===== src/rtl/redmule_tile_sequencer.sv =====
// -----------------------------------------------------------------------------
// redmule_tile_sequencer
//
// Walks the GEMM tile loop of the RedMulE engine in M (outer), N, K (inner)
// order and hands one tile command per valid/ready handshake to the
// streamer/buffer control path. Each command carries its tile indices, the
// number of valid rows/columns/K elements (leftover handling on the last
// tile of each dimension) and first-K / last-K markers. Z-store
// acknowledgements are counted to bound the number of output tiles in flight
// and to detect job completion.
//
// Optional feature (compile-time macro REDMULE_SEQ_PERF_EN):
//   defined   : perf_stall_o counts ISSUE cycles lost to back-pressure or
//               in-flight gating (saturating, cleared on an accepted start).
//   undefined : perf_stall_o is tied to zero.
//
// Ports:
//   clk_i, rst_ni      clock, asynchronous active-low reset
//   clear_i            synchronous soft clear (same effect as reset)
//   start_i            job start pulse (accepted in IDLE only)
//   m/n/k_iters_i      tile counts per dimension (0 is a config error)
//   m/n/k_lftovr_i     size of the last tile per dimension (0 = full)
//   tile_valid_o       tile command valid
//   tile_ready_i       consumer ready
//   tile_m/n/k_o       tile indices
//   tile_rows_o        valid rows (M) in the tile
//   tile_cols_o        valid columns (N) in the tile
//   tile_depth_o       valid K elements in the tile
//   tile_first_k_o     first K step: load Y / init accumulation
//   tile_last_k_o      last K step: store Z after this tile
//   store_ack_i        one pulse per completed Z tile store
//   busy_o             job in progress
//   done_o             single-cycle completion pulse
//   err_o              sticky error (bad config or unexpected store ack)
//   perf_stall_o       stall counter (see macro above)
// -----------------------------------------------------------------------------
module redmule_tile_sequencer #(
    parameter int ARRAY_HEIGHT = 4,
    parameter int PIPE_REGS    = 3,
    parameter int ARRAY_WIDTH  = 12,
    parameter int TOT_DEPTH    = 16,
    parameter int ITER_W       = 16,
    parameter int MAX_OUTST    = 2
) (
    input  logic                                              clk_i,
    input  logic                                              rst_ni,
    input  logic                                              clear_i,
    input  logic                                              start_i,
    input  logic [ITER_W-1:0]                                 m_iters_i,
    input  logic [ITER_W-1:0]                                 n_iters_i,
    input  logic [ITER_W-1:0]                                 k_iters_i,
    input  logic [7:0]                                        m_lftovr_i,
    input  logic [7:0]                                        n_lftovr_i,
    input  logic [7:0]                                        k_lftovr_i,
    output logic                                              tile_valid_o,
    input  logic                                              tile_ready_i,
    output logic [ITER_W-1:0]                                 tile_m_o,
    output logic [ITER_W-1:0]                                 tile_n_o,
    output logic [ITER_W-1:0]                                 tile_k_o,
    output logic [$clog2(ARRAY_WIDTH):0]                      tile_rows_o,
    output logic [$clog2((PIPE_REGS+1)*ARRAY_HEIGHT):0]       tile_cols_o,
    output logic [$clog2(TOT_DEPTH):0]                        tile_depth_o,
    output logic                                              tile_first_k_o,
    output logic                                              tile_last_k_o,
    input  logic                                              store_ack_i,
    output logic                                              busy_o,
    output logic                                              done_o,
    output logic                                              err_o,
    output logic [31:0]                                       perf_stall_o
);

    localparam int N_TILE = (PIPE_REGS + 1) * ARRAY_HEIGHT;
    localparam int ROWS_W = $clog2(ARRAY_WIDTH) + 1;
    localparam int COLS_W = $clog2(N_TILE) + 1;
    localparam int DEP_W  = $clog2(TOT_DEPTH) + 1;
    localparam int OUT_W  = $clog2(MAX_OUTST + 1);
    localparam int ACK_W  = 2 * ITER_W;

    localparam logic [ITER_W-1:0] ONE = ITER_W'(1);

    typedef enum logic [1:0] {
        S_IDLE    = 2'd0,
        S_ISSUE   = 2'd1,
        S_WAIT_ST = 2'd2,
        S_DONE    = 2'd3
    } state_t;

    state_t              r_state, w_state_nxt;

    logic [ITER_W-1:0]   r_m_iters, r_n_iters, r_k_iters;
    logic [7:0]          r_m_lft, r_n_lft, r_k_lft;
    logic [ITER_W-1:0]   r_m, r_n, r_k;
    logic                r_valid;
    logic [OUT_W-1:0]    r_outst;
    logic [ACK_W-1:0]    r_acked;
    logic                r_err;

    logic                w_cfg_zero, w_start_ok, w_start_bad;
    logic                w_hs, w_k_last, w_n_last, w_m_last, w_final;
    logic                w_ack_ok, w_ack_bad, w_inc;
    logic [OUT_W-1:0]    w_outst_nxt;
    logic [ITER_W-1:0]   w_m_nxt, w_n_nxt, w_k_nxt;
    logic                w_gate_nxt;
    logic [ACK_W-1:0]    w_mn;
    logic                w_all_acked;
    logic [ROWS_W-1:0]   w_rows;
    logic [COLS_W-1:0]   w_cols;
    logic [DEP_W-1:0]    w_depth;

    // -------------------------------------------------------------------------
    // Control decode
    // -------------------------------------------------------------------------
    assign w_cfg_zero  = (m_iters_i == '0) || (n_iters_i == '0) || (k_iters_i == '0);
    assign w_start_ok  = (r_state == S_IDLE) && start_i && !w_cfg_zero;
    assign w_start_bad = (r_state == S_IDLE) && start_i &&  w_cfg_zero;

    assign w_hs     = r_valid && tile_ready_i;
    assign w_k_last = (r_k == r_k_iters - ONE);
    assign w_n_last = (r_n == r_n_iters - ONE);
    assign w_m_last = (r_m == r_m_iters - ONE);
    assign w_final  = w_k_last && w_n_last && w_m_last;

    // Acks outside a job are stale leftovers from an aborted job: drop silently.
    assign w_ack_ok  = store_ack_i && (r_state != S_IDLE) && (r_outst != '0);
    assign w_ack_bad = store_ack_i && (r_state != S_IDLE) && (r_outst == '0);
    assign w_inc     = w_hs && w_k_last;

    always_comb begin
        w_outst_nxt = r_outst;
        if (w_inc && !w_ack_ok) begin
            w_outst_nxt = r_outst + OUT_W'(1);
        end else if (!w_inc && w_ack_ok) begin
            w_outst_nxt = r_outst - OUT_W'(1);
        end
    end

    // Index advance: K innermost, then N, then M. The final wrap returns all
    // indices to zero, which is also the idle value.
    always_comb begin
        w_m_nxt = r_m;
        w_n_nxt = r_n;
        w_k_nxt = r_k;
        if (w_hs) begin
            if (w_k_last) begin
                w_k_nxt = '0;
                if (w_n_last) begin
                    w_n_nxt = '0;
                    w_m_nxt = w_m_last ? '0 : r_m + ONE;
                end else begin
                    w_n_nxt = r_n + ONE;
                end
            end else begin
                w_k_nxt = r_k + ONE;
            end
        end
    end

    // Gate for the tile that will be presented next cycle: a new output tile
    // (first K step) may not start while MAX_OUTST tiles await their store.
    assign w_gate_nxt = (w_outst_nxt == OUT_W'(MAX_OUTST)) && (w_k_nxt == '0);

    assign w_mn        = ACK_W'(r_m_iters) * ACK_W'(r_n_iters);
    assign w_all_acked = (r_acked == w_mn);

    assign w_rows  = ((r_m == r_m_iters - ONE) && (r_m_lft != 8'd0)) ?
                     r_m_lft[ROWS_W-1:0] : ROWS_W'(ARRAY_WIDTH);
    assign w_cols  = ((r_n == r_n_iters - ONE) && (r_n_lft != 8'd0)) ?
                     r_n_lft[COLS_W-1:0] : COLS_W'(N_TILE);
    assign w_depth = ((r_k == r_k_iters - ONE) && (r_k_lft != 8'd0)) ?
                     r_k_lft[DEP_W-1:0]  : DEP_W'(TOT_DEPTH);

    // -------------------------------------------------------------------------
    // FSM: state register
    // -------------------------------------------------------------------------
    always_ff @(posedge clk_i or negedge rst_ni) begin
        if (!rst_ni) begin
            r_state <= S_IDLE;
        end else if (clear_i) begin
            r_state <= S_IDLE;
        end else begin
            r_state <= w_state_nxt;
        end
    end

    // -------------------------------------------------------------------------
    // FSM: next-state logic
    // -------------------------------------------------------------------------
    always_comb begin
        w_state_nxt = r_state;
        case (r_state)
            S_IDLE:    if (w_start_ok)       w_state_nxt = S_ISSUE;
            S_ISSUE:   if (w_hs && w_final)  w_state_nxt = S_WAIT_ST;
            S_WAIT_ST: if (w_all_acked)      w_state_nxt = S_DONE;
            S_DONE:                          w_state_nxt = S_IDLE;
            default:                         w_state_nxt = S_IDLE;
        endcase
    end

    // -------------------------------------------------------------------------
    // FSM: outputs (tile attributes read zero whenever no command is offered)
    // -------------------------------------------------------------------------
    always_comb begin
        busy_o         = (r_state == S_ISSUE) || (r_state == S_WAIT_ST);
        done_o         = (r_state == S_DONE);
        tile_valid_o   = r_valid;
        tile_rows_o    = r_valid ? w_rows  : '0;
        tile_cols_o    = r_valid ? w_cols  : '0;
        tile_depth_o   = r_valid ? w_depth : '0;
        tile_first_k_o = r_valid && (r_k == '0);
        tile_last_k_o  = r_valid && w_k_last;
    end

    assign tile_m_o = r_m;
    assign tile_n_o = r_n;
    assign tile_k_o = r_k;
    assign err_o    = r_err;

    // -------------------------------------------------------------------------
    // Datapath / bookkeeping registers
    // -------------------------------------------------------------------------
    always_ff @(posedge clk_i or negedge rst_ni) begin
        if (!rst_ni) begin
            r_m_iters <= '0;
            r_n_iters <= '0;
            r_k_iters <= '0;
            r_m_lft   <= '0;
            r_n_lft   <= '0;
            r_k_lft   <= '0;
            r_m       <= '0;
            r_n       <= '0;
            r_k       <= '0;
            r_valid   <= 1'b0;
            r_outst   <= '0;
            r_acked   <= '0;
            r_err     <= 1'b0;
        end else if (clear_i) begin
            r_m_iters <= '0;
            r_n_iters <= '0;
            r_k_iters <= '0;
            r_m_lft   <= '0;
            r_n_lft   <= '0;
            r_k_lft   <= '0;
            r_m       <= '0;
            r_n       <= '0;
            r_k       <= '0;
            r_valid   <= 1'b0;
            r_outst   <= '0;
            r_acked   <= '0;
            r_err     <= 1'b0;
        end else begin
            if (w_start_ok) begin
                r_m_iters <= m_iters_i;
                r_n_iters <= n_iters_i;
                r_k_iters <= k_iters_i;
                r_m_lft   <= m_lftovr_i;
                r_n_lft   <= n_lftovr_i;
                r_k_lft   <= k_lftovr_i;
                r_m       <= '0;
                r_n       <= '0;
                r_k       <= '0;
                r_outst   <= '0;
                r_acked   <= '0;
            end else begin
                r_m <= w_m_nxt;
                r_n <= w_n_nxt;
                r_k <= w_k_nxt;
                if (r_state != S_IDLE) begin
                    r_outst <= w_outst_nxt;
                end
                if (w_ack_ok) begin
                    r_acked <= r_acked + ACK_W'(1);
                end
            end

            // Valid is only re-decided when no command is pending: a held
            // command is never withdrawn by the gate.
            case (r_state)
                S_IDLE: r_valid <= w_start_ok;
                S_ISSUE: begin
                    if (r_valid && !tile_ready_i) begin
                        r_valid <= 1'b1;
                    end else if (w_hs && w_final) begin
                        r_valid <= 1'b0;
                    end else begin
                        r_valid <= !w_gate_nxt;
                    end
                end
                default: r_valid <= 1'b0;
            endcase

            if (w_start_ok) begin
                r_err <= 1'b0;
            end else if (w_start_bad || w_ack_bad) begin
                r_err <= 1'b1;
            end
        end
    end

`ifdef REDMULE_SEQ_PERF_EN
    // -------------------------------------------------------------------------
    // Stall counter: in ISSUE, valid low can only mean in-flight gating.
    // -------------------------------------------------------------------------
    logic [31:0] r_perf;
    logic        w_stall;

    assign w_stall = (r_state == S_ISSUE) && ((r_valid && !tile_ready_i) || !r_valid);

    always_ff @(posedge clk_i or negedge rst_ni) begin
        if (!rst_ni) begin
            r_perf <= '0;
        end else if (clear_i) begin
            r_perf <= '0;
        end else if (w_start_ok) begin
            r_perf <= '0;
        end else if (w_stall && (r_perf != '1)) begin
            r_perf <= r_perf + 32'd1;
        end
    end

    assign perf_stall_o = r_perf;
`else
    assign perf_stall_o = '0;
`endif

endmodule

===== config.mk =====
export PLATFORM = sky130hd
export DESIGN_NAME = redmule_tile_sequencer
export DESIGN_NICKNAME = d
export VERILOG_FILES = /design/src/rtl/redmule_tile_sequencer.sv
export SDC_FILE = /design/constraint.sdc
export NUM_CORES = 1
export LEC_CHECK = 0
export CAP_MARGIN = 30
export CORE_MARGIN = 5
export CORE_UTILIZATION = 45
export CTS_CLUSTER_DIAMETER = 150
export DETAILED_ROUTE_END_ITERATION = 10
export PLACE_DENSITY = 0.63
export SLEW_MARGIN = 30
export SYNTH_ARGS = -nofsm -noshare
export SYNTH_HDL_FRONTEND = slang
export SYNTH_SLANG_ARGS = --single-unit

===== constraint.sdc =====
create_clock -name clk_i -period 9.6 [get_ports clk_i]
set_clock_uncertainty 0.05 [all_clocks]
set_input_delay 1.92 -clock clk_i [delete_from_list [all_inputs] [get_ports clk_i]]
set_output_delay 1.92 -clock clk_i [all_outputs]
set_load 0.05 [all_outputs]

Yosys cells after proc, flatten, opt, wreduce, memory -nomap -nowiden

Cells that the tools add are included.

Input bits: 78
Register bits after elaboration: 158
Output and inout bits: 101

Multiply operators: 1
Reductions and logical operators: 51
Muxes and demuxes: 53
Equality and inequality tests: 11
$add $sub $neg: 9

Operator list:

| kind                                               | count |
|---|---|
| 2-to-1 mux 16 bit                                  | 21 |
| 2-to-1 mux 32 bit                                  | 3 |
| logical NOT 16 bit                                 | 5 |
| adder 16 x 1 -> 16 bit, second input constant      | 3 |
| == test 16 bit                                     | 3 |
| 2-to-1 mux 8 bit                                   | 6 |
| subtractor 16 x 1 -> 16 bit, second input constant | 3 |
| adder 32 x 1 -> 32 bit, second input constant      | 1 |
| == test 32 bit                                     | 1 |
| multiplier 16 x 16 -> 32 bit                       | 1 |
| 2-to-1 mux 5 bit                                   | 6 |
| nonzero test 8 bit                                 | 3 |
| logical AND 1 bit                                  | 20 |
| 2-to-1 mux 2 bit                                   | 9 |
| nonzero test 3 bit                                 | 6 |
| case mux 2 bit (4 select lines)                    | 1 |
| == test 2 bit, second input constant               | 3 |
| 2-to-1 mux 1 bit                                   | 6 |
| inequality test 3 bit, second input constant       | 2 |
| AND reduction 3 bit                                | 2 |
| nonzero test 2 bit                                 | 3 |
| logical NOT 1 bit                                  | 5 |
| logical NOT 2 bit                                  | 2 |
| logical OR 1 bit                                   | 4 |
| other kinds (6)                                    | 6 |

Depth between registers and ports, before layout

Gate-level depths: netlist (run 1).

Depth in word-level cells: 14
Mapped depth: 26
Gate-level depth less buffers: 23

Worst setup path after synthesis (run 1)

Ideal clock, no wire load.

Path type: flip-flop to flip-flop
From: register r_n_iters[2]
To: register r_state[0]
Buffers on the path: 3
Data arrival time: 6973 ps
Setup time: 127 ps
Period minus slack after synthesis: 7151 ps
Stages on the path, launching flop included: 25
Required time: 9423 ps
Path slack: 2449 ps
Cell sequence: dfrtp_1 > clkbuf_1 > clkbuf_1 > nand2_1 > fa_1 > fa_1 > inv_1 > fa_1 > inv_1 > fa_1 > fa_1 > fa_1 > inv_1 > ha_1 > clkbuf_1 > xnor2_1 > nor3_1 > or4_1 > a2111oi_0 > and4_1 > o2111ai_1 > nor4_1 > nor4b_1 > o221a_2 > mux2_1

Cells in the longest elaborated chain, start to end: 7

RTL lines:

| what                                                                 | RTL line | text |
|---|---|---|
| start: declaration                                                   | 90       | `logic [ITER_W-1:0] r_m_iters, r_n_iters, r_k_iters;` |
| start signal: assignment                                             | 253      | `r_n_iters <= n_iters_i;` |
| branches (longest 6 deep; another with multiplier 16 x 16 -> 32 bit) | -        |  |
| AND reduction 3 bit (no line) (*)                                    | -        |  |
| end signal: assignment                                               | 181      | `r_state <= w_state_nxt;` |
| end: declaration                                                     | 88       | `state_t r_state, w_state_nxt;` |

Mark *: on every way between the ends.
A chain may end at the register's enable or synchronous reset.

Final worst setup path (run 1)

From: register r_m_iters[4]
To: register r_state[0]

Cells in the longest elaborated chain, start to end: 6

RTL lines:

| what                                                                 | RTL line | text |
|---|---|---|
| start: declaration                                                   | 90       |  |
| start signal: assignment                                             | 252      | `r_m_iters <= m_iters_i;` |
| branches (longest 5 deep; another with multiplier 16 x 16 -> 32 bit) | -        |  |
| AND reduction 3 bit (no line) (*)                                    | -        |  |

Marked as above.

==> parameters.txt, run 1 <==
Parameter                              Value

CTS
  Buffers inserted by post-CTS timing repair    0
  Latest clock arrival within the worst-skew pair    0.46 ns
  Clock tree sinks    158
  Largest buffer count on any clock path    2
  Cts repair resizes    0
  Number of buffers created by CTS    17
  CTS hold repair buffers    0
  Clock-pin slew of the registers on the worst-case setup and hold paths    0.07 ns
  H-tree depth    4
  Root buf cell    clkbuf_16
  TritonCTS clock tree    done

Worst setup path
  Critical Path Max Stage Delay    0.87 ns
  Worst-path maximum fanout    20
  Slowest cell on crit path    dfrtp_1
  Top cell by count, worst path    fa_1
  Type of destination of the critical path    register
  WP data arrival    8.14 ns
  Startpoint type of the worst setup path    register
  Crit-path cells    nand2_1 -> fa_1 -> fa_1 -> fa_1 -> fa_1 -> fa_1 -> inv_1 -> fa_1 -> ha_1 -> a21oi_1 -> o21ai_1 -> a211o_1 -> a21oi_1 -> a2111o_1 -> or4_1 -> nor4_1 -> nor4b_1 -> o221a_2 -> mux2_1
  Kind of critical path    reg2reg
  Required time at the worst-slack endpoint    9.89 ns

Routing
  Total number of vias    15187
  Overall routed net length    53.1 mm
  First-pass iteration count of the detailed router    7
  DRC Markers    0
  1st-iter DRT viols    904
  Routed Antenna Nets    0
  Average detailed-routed wire length per instance    19.4 microns
  Detail-routed via count per cell    5.55

Global routing
  Global route total overflow    0
  Antenna violations before repair    0
  Pin count of the biggest net entering global routing    91
  Via count of the first global-routing pass    15689
  Overall global routing resource usage    23.7%
  Global-route wire length before repair    85.9 mm

Final layout
  Total non-filler cell area in the finished layout    20800 sq um
  Leading cell types in the layout, fill and taps excluded    nand2_1, inv_1, nor2_1, fa_1, dfrtp_1
  Count of antenna diodes in the layout    0
  Net count, final    2582
  Multi-input logic area    13300 sq um
  Filler Cell Count    3891
  Layout cell share with drive strength beyond 1    3.17%
  Sequential Area    3950 sq um
  Number of cells in the finished layout apart from fillers    2738
  P&R area growth vs syn    12.0%
  Most frequent standard cell in the layout excluding fill and tap cells    nand2_1

Worst hold path
  Hold Crit Class    reg2reg

Power
  Pleak    9.03 nW
  Maximum vdd drop    0.000141 V
  Clock network power share    23.2%
  Power per cell area    144 nW/um^2
  Sequential power share    30.2%
  Comb pwr share    46.6%
  Fraction of power spent switching nets    44.3%
  Net Switching    1.33 mW
  Int Power    1.67 mW

Synth
  Commonest register cell after synthesis    dfrtp_1
  Number of distinct library cells after synthesis    81
  #FFs+latches synth    158
  Cell type with the highest aggregate area in the netlist    dfrtp_1
  Share of Yosys cell area claimed by the top area cell type    21.2%
  Seq/Total Area, Yosys    21.2%
  Synthesized instance count    2135
  Post-synthesis cell area    18600 sq um
  Synth area leaders    dfrtp_1, fa_1, ha_1
  Mapped Avg Cell Area    8.72 sq um
  Count of flip-flops with a built-in enable after synthesis    0
  Post-synth ARST share    100%
  Synth warn    0

Place
  Instance area after placement    20200 sq um
  Detailed placer's ending HPWL    42.0 mm
  Number of buffer cells added on primary ports    146
  Placed cell count    2706
  Global placement routability congestion    0.920

Timing
  Final critical delay including setup and external delays    7.85 ns
  Transition time at the pin with the least slew margin    0.935 ns
  Slew Limit Headroom    37.7%
  Number of max-slew violations in the final report    0
  Achievable Freq    127 MHz
  Number of endpoints with negative hold slack in the final report    0
  Final setup violating endpoints    0
  Hold Slack    0.484 ns
  Setup repair after global routing missed its margin    no
  Period Utilization, post-route    81.8%
  Setup TNS    0 ns

Floorplanning
  Area of the core    40800 sq um
  Count of pins on the block boundary    179
  Initial core utilization    45.6%
  Die width    213 microns
  Die Footprint    45500 sq um
  Vertical die dimension    213 microns
  Number of core rows    74

Flow run
  Number of max-cap violations    0

Run status
  Run status    finished, final reports clean
flip-flops by register name, indices dropped and copies added (netlist names):
signal / count
r_acked: 32
r_k_iters: 16
r_m_iters: 16
r_n_iters: 16
tile_k_o: 16
tile_m_o: 16
tile_n_o: 16
r_k_lft: 8
r_m_lft: 8
r_n_lft: 8
r_outst: 2
r_state: 2
err_o: 1
tile_valid_o: 1
Yosys cell counts (3+ instances only):
cell type / n
and2_1: 100
buf_2: 12
mux2i_1: 80
and3_1: 33
buf_1: 12
nand4b_1: 6
clkbuf_1: 90
o21ai_0: 52
ha_1: 117
nand2_1: 268
nand3_1: 50
nor3_1: 30
fa_1: 194
xor2_1: 67
nor4_1: 30
o31a_1: 3
o211ai_1: 8
or2_2: 5
o2111ai_1: 3
a22oi_1: 4
o21a_1: 7
a31oi_1: 15
nand3b_1: 11
or3_1: 12
nand2b_1: 11
nor4b_1: 4
a211o_1: 4
nor2b_1: 10
buf_4: 32
o21ai_1: 16
or4_1: 8
a21oi_1: 67
nor3b_1: 7
nor2_1: 204
dfrtp_1: 158
and4_1: 6
a211oi_1: 4
a21o_1: 8
nand4_1: 35
inv_1: 205
xnor2_1: 89
o32ai_1: 3
power groups by stage:
stage	combinational [mW]	sequential (mW)	clock, mW
after global placement	1.38	0.910	0
final	1.40	0.910	0.697
after global routing	1.55	0.922	0.739
after detailed placement	1.40	0.916	0
after floorplan	1.11	0.803	0
after CTS	1.41	0.904	0.715
cells by family after synthesis:
family | synth area share (%)
and+or+nand+nor | 22.3
buffers and inverters | 7.95
adders and majority gates | 28.7
AOI/OAI and AO/OA | 7.85
DFF | 21.2
xor gates and xnor gates | 7.46
muxes | 4.42
other | 0.0201
worst paths after layout:
check / startpoint / slack (ns) / depth (start not counted) / endpoint
hold reg to reg: r_k_lft[4]$_DFFE_PN0N_ / 0.48 / 2 / r_k_lft[4]$_DFFE_PN0N_
setup reg to reg: r_m_iters[4]$_DFFE_PN0N_ / 1.75 / 19 / r_state[0]$_DFFE_PN0P_
hold / removal: r_k_lft[4]$_DFFE_PN0N_ / 0.48 / 2 / r_k_lft[4]$_DFFE_PN0N_
min in group asynchronous: rst_ni / 1.49 / 1 / r_k_lft[0]$_DFFE_PN0N_
setup / recovery: r_m_iters[4]$_DFFE_PN0N_ / 1.75 / 19 / r_state[0]$_DFFE_PN0P_
max in group asynchronous: rst_ni / 6.83 / 2 / r_acked[3]$_DFFE_PN0P_
cell type report:
type,instances,area share (%)
Clock buffer,17,2.04
Clock inverter,15,0.775
Tap cell,532,3.19
Inverter,206,3.71
Timing Repair Buffer,156,7.39
Multi-Input combinational cell,1654,63.9
Sequential cell,158,19.0
worst max-delay path: cells and delay by family (launching register included):
family,cells,cell delay [ns]
flops,1,0.87
fa+ha+maj,7,3.59
compound gates,6,1.40
simple gates,4,1.45
mux,1,0.31
buf+inv,1,0.06
per-layer routing:
metal	part of all wire (%)	wire length [microns]	GRT usage, %	vias up
li1	-	-	-	7070
met1	43	22700	31.9	7606
met2	49	26200	39.7	449
met3	5.8	3070	4.81	62
met4	2.1	1130	6.10	0
met5	0	0	0	-
metrics by stage:
step	setup WS [ns]	utilization, %	power [mW]
2_1_floorplan	2.45	-	1.91
3_3_place_gp	1.88	49.5	2.29
3_5_place_dp	1.78	49.6	2.31
4_1_cts	1.77	51.0	3.03
5_1_grt	1.35	51.0	3.21
6_report	1.75	51.0	3.01
No activity file was read; power rests on OpenSTA's default activity.
==> inputs of run 2 (changes only) <==
--- a/config.mk
+++ b/config.mk
@@ -10,7 +10,7 @@
 export CORE_UTILIZATION = 45
 export CTS_CLUSTER_DIAMETER = 150
 export DETAILED_ROUTE_END_ITERATION = 10
-export PLACE_DENSITY = 0.63
+export PLACE_DENSITY = 0.66
 export SLEW_MARGIN = 30
 export SYNTH_ARGS = -nofsm -noshare
 export SYNTH_HDL_FRONTEND = slang
==> constraint.sdc (replaced) <==
create_clock -name clk_i -period 6.6 [get_ports clk_i]
set_clock_uncertainty 0.05 [all_clocks]
set_input_delay 1.32 -clock clk_i [delete_from_list [all_inputs] [get_ports clk_i]]
set_output_delay 1.32 -clock clk_i [all_outputs]
set_load 0.05 [all_outputs]
==> parameters.txt, run 2 (synthesis gave the netlist of run 1 again) <==
Parameter                              Value

Worst setup path
  Required time at the worst-slack endpoint    6.90 ns
  Reg2reg start    r_n_iters[1]$_DFFE_PN0N_
  Reg2reg setup slack    -0.14 ns
  End of the worst register-to-register path    r_state[0]$_DFFE_PN0P_
  Kind of critical path    reg2reg
  WP data arrival    7.04 ns
  Worst-path maximum fanout    6
  Reg2reg path depth    23
  Type of destination of the critical path    register
  Startpoint type of the worst setup path    register

Place
  Setup slack at placement    -0.530 ns
  Detailed placer's ending HPWL    44.6 mm
  Instance area after placement    21900 sq um
  Number of buffer cells added on primary ports    146
  Global placement routability congestion    0.965
  Placed cell count    2916

Timing
  Number of endpoints with negative hold slack in the final report    0
  Number of max-slew violations in the final report    0
  Period Utilization, post-route    102%
  Transition time at the pin with the least slew margin    0.971 ns
  Final worst setup slack    -0.142 ns
  Setup repair after global routing missed its margin    yes
  Setup TNS    -0.228 ns
  Achievable Freq    148 MHz
  Final critical delay including setup and external delays    6.74 ns
  Final setup violating endpoints    2
  Hold Slack    0.476 ns
  Slew Limit Headroom    35.3%

Flow run
  Number of max-cap violations    0

CTS
  H-tree depth    4
  Clock tree sinks    158
  Root buf cell    clkbuf_16
  Clock-pin slew of the registers on the worst-case setup and hold paths    0.07 ns
  TritonCTS clock tree    done
  Largest buffer count on any clock path    2
  Number of buffers created by CTS    17
  CTS hold repair buffers    0
  Latest clock arrival within the worst-skew pair    0.46 ns

Final layout
  Filler Cell Count    3594
  Biggest register    r_acked
  Number of cells in the finished layout apart from fillers    2977
  Net count, final    2821
  Fin util    57.4%
  Layout cell share with drive strength beyond 1    17.0%
  Count of antenna diodes in the layout    0
  Total non-filler cell area in the finished layout    23400 sq um
  Leading cell types in the layout, fill and taps excluded    nand2_1, buf_4, nor2_1, inv_1, fa_1
  Most frequent standard cell in the layout excluding fill and tap cells    nand2_1
  Flip-flop count of the largest register, all copies and words added    32
  P&R area growth vs syn    25.9%

Floorplanning
  Die Footprint    45500 sq um
  Vertical die dimension    213 microns
  Die width    213 microns
  Area of the core    40800 sq um
  Initial core utilization    45.6%
  Count of pins on the block boundary    179
  Number of core rows    74

Power
  Maximum vdd drop    0.000181 V
  Overall Power    4.96 mW
  Power per cell area    212 nW/um^2
  Pleak    10.3 nW

Global routing
  Pin count of the biggest net entering global routing    63
  Antenna violations before repair    0
  Met1 routing resource usage after global routing    32.4%
  Global-route wire length before repair    89.8 mm
  Via count of the first global-routing pass    17046
  Overall global routing resource usage    24.6%
  Busiest metal layer after global routing    met2
  Met3 usage    4.37%
  Global route total overflow    0
  Global-route met2 utilization    42.0%

Routing
  1st-iter DRT viols    1111
  Detail-routed via count per cell    5.42
  Average detailed-routed wire length per instance    18.5 microns
  Overall routed net length    55.0 mm
  First-pass iteration count of the detailed router    7
  DRC Markers    0
  Total number of vias    16145
  Routed Antenna Nets    0

Worst hold path
  Hold-critical path depth    1
  Hold Crit Class    reg2reg
  Start point of the worst hold path    tile_m_o[15]$_DFFE_PN0P_
  Endpoint of the worst hold path    tile_m_o[15]$_DFFE_PN0P_

Run status
  Failing checks    negative setup slack
  Run status    finished with violations
[run 2: per-layer routing]
| layer | routed length, microns | up-vias | part of all wire [%] |
|---|---|---|---|
| met1 | 23500 | 8079 | 43 |
| met3 | 2550 | 79 | 4.6 |
| li1 | - | 7550 | - |
| met2 | 27600 | 437 | 50 |
| met5 | 0 | - | 0 |
| met4 | 1400 | 0 | 2.5 |
[run 2: how the worst max path moves through the flow]
stage / start / to / slack (ns) / cells past startpoint
floorplan: r_n_iters[5]$_DFFE_PN0N_ / r_state[0]$_DFFE_PN0P_ / 0.002 / 24
global placement: r_m_iters[11]$_DFFE_PN0N_ / r_state[0]$_DFFE_PN0P_ / -0.45 / 21
detailed placement: r_m_iters[7]$_DFFE_PN0N_ / r_state[0]$_DFFE_PN0P_ / -0.53 / 21
CTS: r_n_iters[6]$_DFFE_PN0N_ / r_state[0]$_DFFE_PN0P_ / -0.12 / 24
global route: r_n_iters[6]$_DFFE_PN0N_ / r_state[0]$_DFFE_PN0P_ / -0.38 / 23
finish: r_n_iters[1]$_DFFE_PN0N_ / r_state[0]$_DFFE_PN0P_ / -0.14 / 23
[run 2: timing repair]
| item | CTS | global route |
|---|---|---|
| resized for setup | 123 | 24 |
| hold endpoints to repair | 0 | 0 |
| endpoints found under the setup margin | 2 | 2 |
| pin swaps | 58 | 27 |
| buffers inserted | 18 | 11 |
[run 2: area by class of cell]
type / instances / area (sq um) / share of cell area, %
multi-input combinational: 1654 / 14000 / 59.6
tap: 532 / 666 / 2.84
clock buffer: 19 / 443 / 1.89
timing repair buffer: 395 / 3470 / 14.8
sequential: 158 / 3980 / 17.0
inverter: 206 / 773 / 3.30
clock inverter: 13 / 133 / 0.566
[run 2: power by group]
group	switching, mW	total [mW]	internal (mW)	leakage [nW]
Combinational	1.53	2.78	1.24	7.87
Sequential	0.133	1.19	1.05	2.14
Clock	0.459	0.996	0.537	0.274
[run 2: worst max-delay path: stages, from the launching register on]
cell and delay [ns]:
dfrtp_2 0.48, buf_4 0.16, buf_6 0.13, nand2_4 0.07
fa_1 0.44, fa_1 0.55, inv_1 0.06, fa_1 0.51
inv_1 0.05, fa_1 0.53, fa_2 0.44, fa_1 0.48
inv_1 0.06, ha_4 0.27, nand2_1 0.08, o21ai_2 0.21
a21o_1 0.14, o221a_2 0.18, nand4_1 0.10, or4_4 0.51
nor4_4 0.31, nor4b_4 0.27, o221a_2 0.26, mux2_4 0.30
